==> src/rtl/pcx_req_arb.sv <==
// pcx_req_arb: round-robin, credit-gated arbiter sharing one PCX destination port, with CAS1/CAS2 atomic lock.
// Latency: req_gnt is combinational; the granted packet appears on pcx_vld/pcx_data/pcx_src one cycle later.
// Backpressure: no grant without a credit (two for an atomic head); requesters hold req_vld until granted.
// Optional PCX_ARB_STALL_STATS_EN builds a saturating stall counter; otherwise stall_cnt is tied to zero.
module pcx_req_arb #(
    parameter int NREQ      = 4,
    parameter int PCX_WIDTH = 124,
    parameter int CREDITS   = 2,
    parameter int SRC_W     = 3
) (
    input  logic                      clk,
    input  logic                      rst,
    input  logic [NREQ-1:0]           req_vld,
    input  logic [NREQ-1:0]           req_atom,
    input  logic [NREQ*PCX_WIDTH-1:0] req_data,
    output logic [NREQ-1:0]           req_gnt,
    input  logic                      pcx_credit_ret,
    output logic                      pcx_vld,
    output logic [PCX_WIDTH-1:0]      pcx_data,
    output logic [SRC_W-1:0]          pcx_src,
    output logic [2:0]                credit_cnt,
    output logic                      credit_ovf,
    output logic [31:0]               stall_cnt
);

    typedef enum logic {IDLE, LOCK} state_t;

    state_t               state;
    logic [SRC_W-1:0]     rr_ptr;
    logic [SRC_W-1:0]     lock_id;
    logic [SRC_W-1:0]     gnt_idx;
    logic                 gnt_any;
    logic                 gnt_atom;
    logic [NREQ-1:0]      elig;
    logic                 lock_vld;
    logic [PCX_WIDTH-1:0] sel_data;

    // Modulo-NREQ wrap for a scan position that is at most 2*NREQ-2.
    function automatic int wrap(input int v);
        return (v >= NREQ) ? v - NREQ : v;
    endfunction

    // Per-requester eligibility: an atomic head needs room for both halves.
    always_comb begin
        elig = '0;
        for (int i = 0; i < NREQ; i++) begin
            elig[i] = req_vld[i] && (req_atom[i] ? (credit_cnt >= 3'd2) : (credit_cnt != 3'd0));
        end
    end

    // Pending status of the locked requester, decoded without a variable bit-select.
    always_comb begin
        lock_vld = 1'b0;
        for (int i = 0; i < NREQ; i++) begin
            if (lock_id == SRC_W'(i)) begin
                lock_vld = req_vld[i];
            end
        end
    end

    // Grant selection: locked requester only in LOCK, otherwise first eligible from rr_ptr.
    always_comb begin
        req_gnt = '0;
        gnt_idx = '0;
        gnt_any = 1'b0;
        if (!rst) begin
            if (state == LOCK) begin
                if (lock_vld && (credit_cnt != 3'd0)) begin
                    gnt_any = 1'b1;
                    gnt_idx = lock_id;
                    for (int i = 0; i < NREQ; i++) begin
                        if (lock_id == SRC_W'(i)) begin
                            req_gnt[i] = 1'b1;
                        end
                    end
                end
            end else begin
                for (int k = 0; k < NREQ; k++) begin
                    for (int i = 0; i < NREQ; i++) begin
                        if (!gnt_any && elig[i] && (wrap(int'(rr_ptr) + k) == i)) begin
                            gnt_any    = 1'b1;
                            gnt_idx    = SRC_W'(i);
                            req_gnt[i] = 1'b1;
                        end
                    end
                end
            end
        end
    end

    // Granted packet mux and whether it opens an atomic pair.
    always_comb begin
        sel_data = '0;
        for (int i = 0; i < NREQ; i++) begin
            if (req_gnt[i]) begin
                sel_data = req_data[i*PCX_WIDTH +: PCX_WIDTH];
            end
        end
        gnt_atom = |(req_atom & req_gnt);
    end

    // Arbitration FSM: advance rr_ptr on IDLE grants, hold the lock across the second atomic packet.
    always_ff @(posedge clk or posedge rst) begin
        if (rst) begin
            state   <= IDLE;
            rr_ptr  <= '0;
            lock_id <= '0;
        end else if (gnt_any) begin
            if (state == IDLE) begin
                rr_ptr <= (gnt_idx == SRC_W'(NREQ - 1)) ? '0 : gnt_idx + SRC_W'(1);
                if (gnt_atom) begin
                    state   <= LOCK;
                    lock_id <= gnt_idx;
                end
            end else begin
                state <= IDLE;
            end
        end
    end

    // Output register: capture the granted packet and its source index.
    always_ff @(posedge clk or posedge rst) begin
        if (rst) begin
            pcx_vld  <= 1'b0;
            pcx_data <= '0;
            pcx_src  <= '0;
        end else begin
            pcx_vld <= gnt_any;
            if (gnt_any) begin
                pcx_data <= sel_data;
                pcx_src  <= gnt_idx;
            end
        end
    end

    // Credit counter: a grant consumes, a return refills; a return while full sets the sticky overflow.
    always_ff @(posedge clk or posedge rst) begin
        if (rst) begin
            credit_cnt <= 3'(CREDITS);
            credit_ovf <= 1'b0;
        end else if (gnt_any && !pcx_credit_ret) begin
            credit_cnt <= credit_cnt - 3'd1;
        end else if (!gnt_any && pcx_credit_ret) begin
            if (credit_cnt == 3'(CREDITS)) begin
                credit_ovf <= 1'b1;
            end else begin
                credit_cnt <= credit_cnt + 3'd1;
            end
        end
    end

`ifdef PCX_ARB_STALL_STATS_EN
    // Stall statistics: cycles with a pending request but no grant, saturating.
    always_ff @(posedge clk or posedge rst) begin
        if (rst) begin
            stall_cnt <= '0;
        end else if ((|req_vld) && !gnt_any && (stall_cnt != 32'hFFFF_FFFF)) begin
            stall_cnt <= stall_cnt + 32'd1;
        end
    end
`else
    assign stall_cnt = '0;
`endif

endmodule

==> config.mk <==
export PLATFORM = sky130hd
export DESIGN_NAME = pcx_req_arb
export DESIGN_NICKNAME = d
export VERILOG_FILES = /design/src/rtl/pcx_req_arb.sv
export SDC_FILE = /design/constraint.sdc
export NUM_CORES = 1
export LEC_CHECK = 0
export CELL_PAD_IN_SITES_DETAIL_PLACEMENT = 1
export CELL_PAD_IN_SITES_GLOBAL_PLACEMENT = 2
export CORE_AREA = 2 2 261 263
export CTS_BUF_LIST = sky130_fd_sc_hd__clkbuf_2 sky130_fd_sc_hd__clkbuf_4 sky130_fd_sc_hd__clkbuf_8
export DETAILED_ROUTE_END_ITERATION = 7
export DIE_AREA = 0 0 263 265
export PLACE_DENSITY = 0.67
export SYNTH_ARGS = -nofsm -noshare
export SYNTH_HDL_FRONTEND = slang
export SYNTH_SLANG_ARGS = --single-unit
==> constraint.sdc <==
create_clock -name clk -period 7.9 [get_ports clk]
set_input_delay 1.58 -clock clk [delete_from_list [all_inputs] [get_ports clk]]
set_output_delay 1.58 -clock clk [all_outputs]
set_load 0.1 [all_outputs]
**Word level (Yosys, flattened, before mapping)**

Cells that the tools add are included.

- Flip-flop bits (word level): 139
- Input bits: 507
- Output and inout port bits: 168
- Logic and storage cells: 222

- Add/subtract/negate cells: 10
- $lt $le $gt $ge: 5
- Equality and inequality tests: 18
- Muxes and demuxes: 111
- Bitwise gates (word level): 3
- Reduce and logical (&&, ||, !) cells: 67

Operators by type and width:

| kind | number |
|---|---|
| 2-to-1 mux 124 bit | 4 |
| equality test 32 x 3 -> 1 bit (second input constant) | 8 |
| equality test 32 x 2 -> 1 bit (second input constant) | 4 |
| logical NOT 32 bit | 4 |
| 2-to-1 mux 32 bit | 4 |
| 2-to-1 mux 1 bit | 79 |
| 2-to-1 mux 3 bit | 21 |
| logical AND 1 bit | 38 |
| logical NOT 1 bit | 17 |
| subtractor 4 x 3 -> 5 bit (second input constant) | 3 |
| equality test 3 x 2 -> 1 bit (second input constant) | 4 |
| >= comparator 4 x 3 -> 1 bit (second input constant) | 3 |
| 2-to-1 mux 4 bit | 3 |
| adder 3 x 2 -> 4 bit (second input constant) | 2 |
| adder 3 x 1 -> 3 bit (second input constant) | 2 |
| AND reduction 3 bit | 2 |
| adder 3 x 1 -> 4 bit (second input constant) | 1 |
| AND 4 bit | 1 |
| AND reduction 2 bit | 2 |
| OR reduction 4 bit | 1 |
| subtractor 3 x 3 -> 4 bit (second input constant) | 1 |
| equality test 3 x 1 -> 1 bit (second input constant) | 1 |
| >= comparator 3 x 2 -> 1 bit (second input constant) | 1 |
| >= comparator 3 bit (second input constant) | 1 |
| 6 further kinds | 7 |

**Depth between registers and ports, before layout**

- Depth after elaboration: 101
- Gate-level depth with buffers: 13

**Worst setup path before layout**

Ideal clock, no wire load.

- Kind: input to output
- From: in rst
- To: out req_gnt[0]
- Arrival time: 6.282 ns
- Path slack: 0.038 ns
- Cell stages on the path: 5
- Path buffers: 2
- Path through: buf_2 > inv_1 > nand2_1 > nor2_2 > clkbuf_1

- Word-level cells in the longest chain between the ends: 1

RTL lines:

| element | line | source |
|---|---|---|
| start, declared | 12 | `input logic rst,` |
| 2-to-1 mux 4 bit | 66 | `if (!rst) begin` |
| end, declared | 16 | `output logic [NREQ-1:0] req_gnt,` |

Every way passes these cells.

**Final worst setup path**

- From: in req_atom[2]
- To: out req_gnt[3]

- Word-level cells in the longest chain between the ends: 85

RTL lines:

| element | line | source |
|---|---|---|
| start, declared | 14 | `input logic [NREQ-1:0] req_atom,` |
| 2-to-1 mux 1 bit * | 47 | `elig[i] = req_vld[i] && (req_atom[i] ? (credit_cnt >= 3'd2) : (credit_cnt != 3'd0));` |
| logical AND 1 bit * | 47 |  |
| logical AND 1 bit (2 in series) | 80 | `if (!gnt_any && elig[i] && (wrap(int'(rr_ptr) + k) == i)) begin` |
| 2-to-1 mux 1 bit | 80 |  |
| 2-to-1 mux 1 bit | 67 | `if (state == LOCK) begin` |
| 2-to-1 mux 1 bit | 66 |  |
| logical NOT 1 bit | 80 |  |
| logical AND 1 bit (2 in series) | 80 |  |
| [66 not listed] | - |  |
| 2-to-1 mux 1 bit | 80 |  |
| 2-to-1 mux 1 bit | 67 |  |
| 2-to-1 mux 1 bit | 66 |  |
| logical NOT 1 bit | 80 |  |
| logical AND 1 bit (2 in series) | 80 |  |
| 2-to-1 mux 1 bit * | 80 |  |
| 2-to-1 mux 4 bit * | 67 |  |
| 2-to-1 mux 4 bit * | 66 |  |

Every way passes the cells marked *; elsewhere a longest branch is shown, timed or not. The select of a mux whose other input is x is not followed.

==> metrics.md <==
| Metric | Value |
|---|---|
| Pwr dens | between 400 and 500 nW/um^2 |
| Outcome | finished, final reports clean |
| CTS Buffer Depth | 2 |
| Initial antenna violation count | 18 |
| R2R Path End | pcx_data[45] |
| Worst Hold Class | reg2reg |
| Total negative slack | 0 ns |
| R2R depth | 9 |
| Layout Nets | ~2000 |
| Post-synth top cells | 138 x dfrtp_1, 134 x nor2_1, 124 x o22ai_1, 123 x a22oi_1, 63 x a211oi_1 |
| Routability cong. | 0.871 |
| Crit-path cells | clkdlybuf4s50_1 > nor2b_1 > o211ai_1 > o21ai_1 > nor3_1 > o21ai_4 > inv_2 > clkdlybuf4s50_1 |
| Mapped Area | between 8000 and 9000 um^2 |
| Max Cap Violations | 0 |
| Root Buffer | clkbuf_8 |
| Cell area after layout | 16000 um^2 |
| Worst endpoint required time | 6.32 ns |
| Hold depth | 1 |
| Slowest cell on the critical path | clkdlybuf4s50_1 |
| Clock Sink Count | roughly 140 |
| Critical Path Start Type | input pin |
| Via count | approximately 10000 |
| WHS Endpoint | credit_ovf |
| Mapped Cells | approximately 890 |
| Fin crit share | 77.0% |
| H-tree Lvls | 4 |
| CP endpoint kind | output port |
| IO Pins | 675 |
| Final HPWL DP | just over 40 mm |
| Post CTS Setup Buffer Count | 0 |
| Total CTS buffers | 17 |
| Clk_skew | 0.0255 ns |
| Antenna Nets Post-Route | 0 |
| Hold Path Origin | credit_ovf |
| Die Wd | approximately 260 um |
| Synth Flop Type | dfrtp_1 |
| Row Count | between 90 and 100 |
| Post-synth EDFFs | 0 |
| CP Max Fanout | 13 |
| Sequential element share of the synthesized area | 41.6% |
| Post-synth cell types | 58 |
| Number of vias per cell | approximately 4.2 |
| Worst-Skew Late Latency | approximately 0.55 ns |
| Largest net degree at the start of global routing | just under 70 |
| FMAX | roughly 0.16 GHz |
| CTS tree | yes |
| First-pass GRT wire length | approximately 76 mm |
| Drt wl/cell | ~22 um |
| Area Overhead vs Synth | 90.8% |
| Top post-synthesis cells by area | dfrtp_1 41%, a22oi_1 11%, o22ai_1 9.3%, a211oi_2 9.0%, nor2_1 6.0% |
| Crit path kind | in2out |
| Fin. Hold Viols | 0 |
| Reg2Reg Setup Slack | approximately 3.8 ns |
| Max Slew Vio Count | 0 |
| Synth Register Bits | between 100 and 150 |
| Syn_area_per_cell | between 9 and 10 um^2 |
| Post-synth ARST share | 100% |
| Crit path time final | between 6 and 7 ns |
| Max_slew headroom | 22.1% |
| Tot GR Track Use | around 15% |
| R2r startpoint | credit_cnt[1] |
| Most numerous cell in the Yosys netlist | dfrtp_1 |
| Final setup violation count | 0 |
| Vias in the first global route | between 10000 and 15000 |
| Worst Path Arrival | roughly 4.5 ns |
| Synth top area share | between 40% and 50% |
| 1st-iter DRT viols | just under 500 |
| Core Region | roughly 67000 um^2 |
| Die area | roughly 70000 um^2 |
| Worst Hold Margin | about 0.48 ns |
| Pre-antenna DRT Iters | 5 |
| Die extent in y | about 270 um |
| Placed cell area | ~16000 um^2 |
| Post-cts gate resize count | 0 |
| CP top delay family | buffers and inverters |
| Leakage | about 5.7 nW |
| Starting Density | between 10% and 20% |
| Yosys Warn Count | 0 |
| PnR Total Power | between 7 and 8 mW |
| CP peak stage delay | about 1.2 ns |
| Buf/Inv on CP | 3 |
| Cell type with the highest aggregate area in the netlist | dfrtp_1 |
| VDD IR max | between 0.1 and 0.15 mV |
| RSZ-0062 raised after global routing | false |
| Remaining Overflow, GRT | 0 |
| Drt drc | 0 |
| Crit path top cell by count | clkdlybuf4s50_1 |
| # hold bufs at CTS | 0 |
| Routed WL | approximately 52 mm |
| Share of post-route cells with drive strength above 1 | roughly 8.3% |
| IO buf count | between 600 and 700 |
| Tightest Pin Transition | 1.16 ns |
| CTS clock-pin slew for the worst setup and hold paths | 0.10 ns |
worst max-delay path by stage:
stage | cells after the start | from | end
floorplan | 5 | rst | req_gnt[0]
global placement | 8 | req_atom[2] | req_gnt[3]
detailed placement | 8 | req_atom[2] | req_gnt[3]
CTS | 8 | req_atom[2] | req_gnt[3]
global route | 8 | req_atom[2] | req_gnt[3]
finish | 8 | req_atom[2] | req_gnt[3]
cell usage in the layout (no fill, tap or decap), types with 5 or more instances in the layout:
master,synthesis,routed
o22ai_1,124,124
nor3_1,8,8
clkbuf_8,0,18
a211oi_1,63,63
nor2b_1,5,5
nor2_1,134,134
dfrtp_1,138,138
diode_2,0,6
inv_1,12,11
o21ai_0,10,10
a21oi_1,6,6
conb_1,1,32
buf_4,33,16
nand2_1,10,10
a22oi_1,123,123
a211oi_2,60,60
clkdlybuf4s50_1,0,638
clkinv_4,0,5
flip-flops by register name, summed over array words and instances (netlist names):
| register | count |
|---|---|
| pcx_vld | 1 |
| pcx_data | 124 |
| rr_ptr | 3 |
| credit_cnt | 3 |
| credit_ovf | 1 |
| state | 1 |
| pcx_src | 3 |
| lock_id | 3 |
power by group:
part	switching, mW	internal, mW
Combinational	4.00	1.41
Clock	0.353	0.294
Sequential	0.240	1.08
cells by family after synthesis:
logic type                 synth area share [%]
muxes                                     0.389
adders and majority gates                 0.837
buffers and inverters                      8.06
xor gates and xnor gates                  0.105
DFF                                        41.6
AOI/OAI and AO/OA                          39.8
other                                    0.0448
and+or+nand+nor                            9.15
per-stage QoR:
stage / util, % / std cells / setup WS (ns)
final: 23.9 / 2369 / 1.82
after floorplan: - / 918 / 0.0381
after detailed placement: 23.3 / 2331 / 1.84
after global placement: 23.3 / 2331 / 1.87
after global routing: 23.9 / 2369 / 1.68
after CTS: 23.9 / 2363 / 1.83
area by class of cell:
class | instances | area [um^2]
Antenna cell | 6 | 15.0
Tap cell | 873 | 1090
Multi-Input combinational cell | 648 | 4360
Clock inverter | 14 | 159
Inverter | 15 | 63.8
Timing Repair Buffer | 656 | 6550
Sequential cell | 139 | 3480
Clock buffer | 18 | 248
Fill cell | 7760 | 50800
per-layer routing:
| layer | wire length [um] | part of all wire (%) | track usage [%] | up-vias |
|---|---|---|---|---|
| li1 | - | - | - | 4595 |
| met1 | 20300 | 39 | 16.4 | 4869 |
| met2 | 25800 | 50 | 24.7 | 475 |
| met3 | 4520 | 8.7 | 5.55 | 64 |
| met4 | 1360 | 2.6 | 6.27 | 12 |
| met5 | 80 | 0.15 | 0 | - |
(Power assumes the default switching activity.)
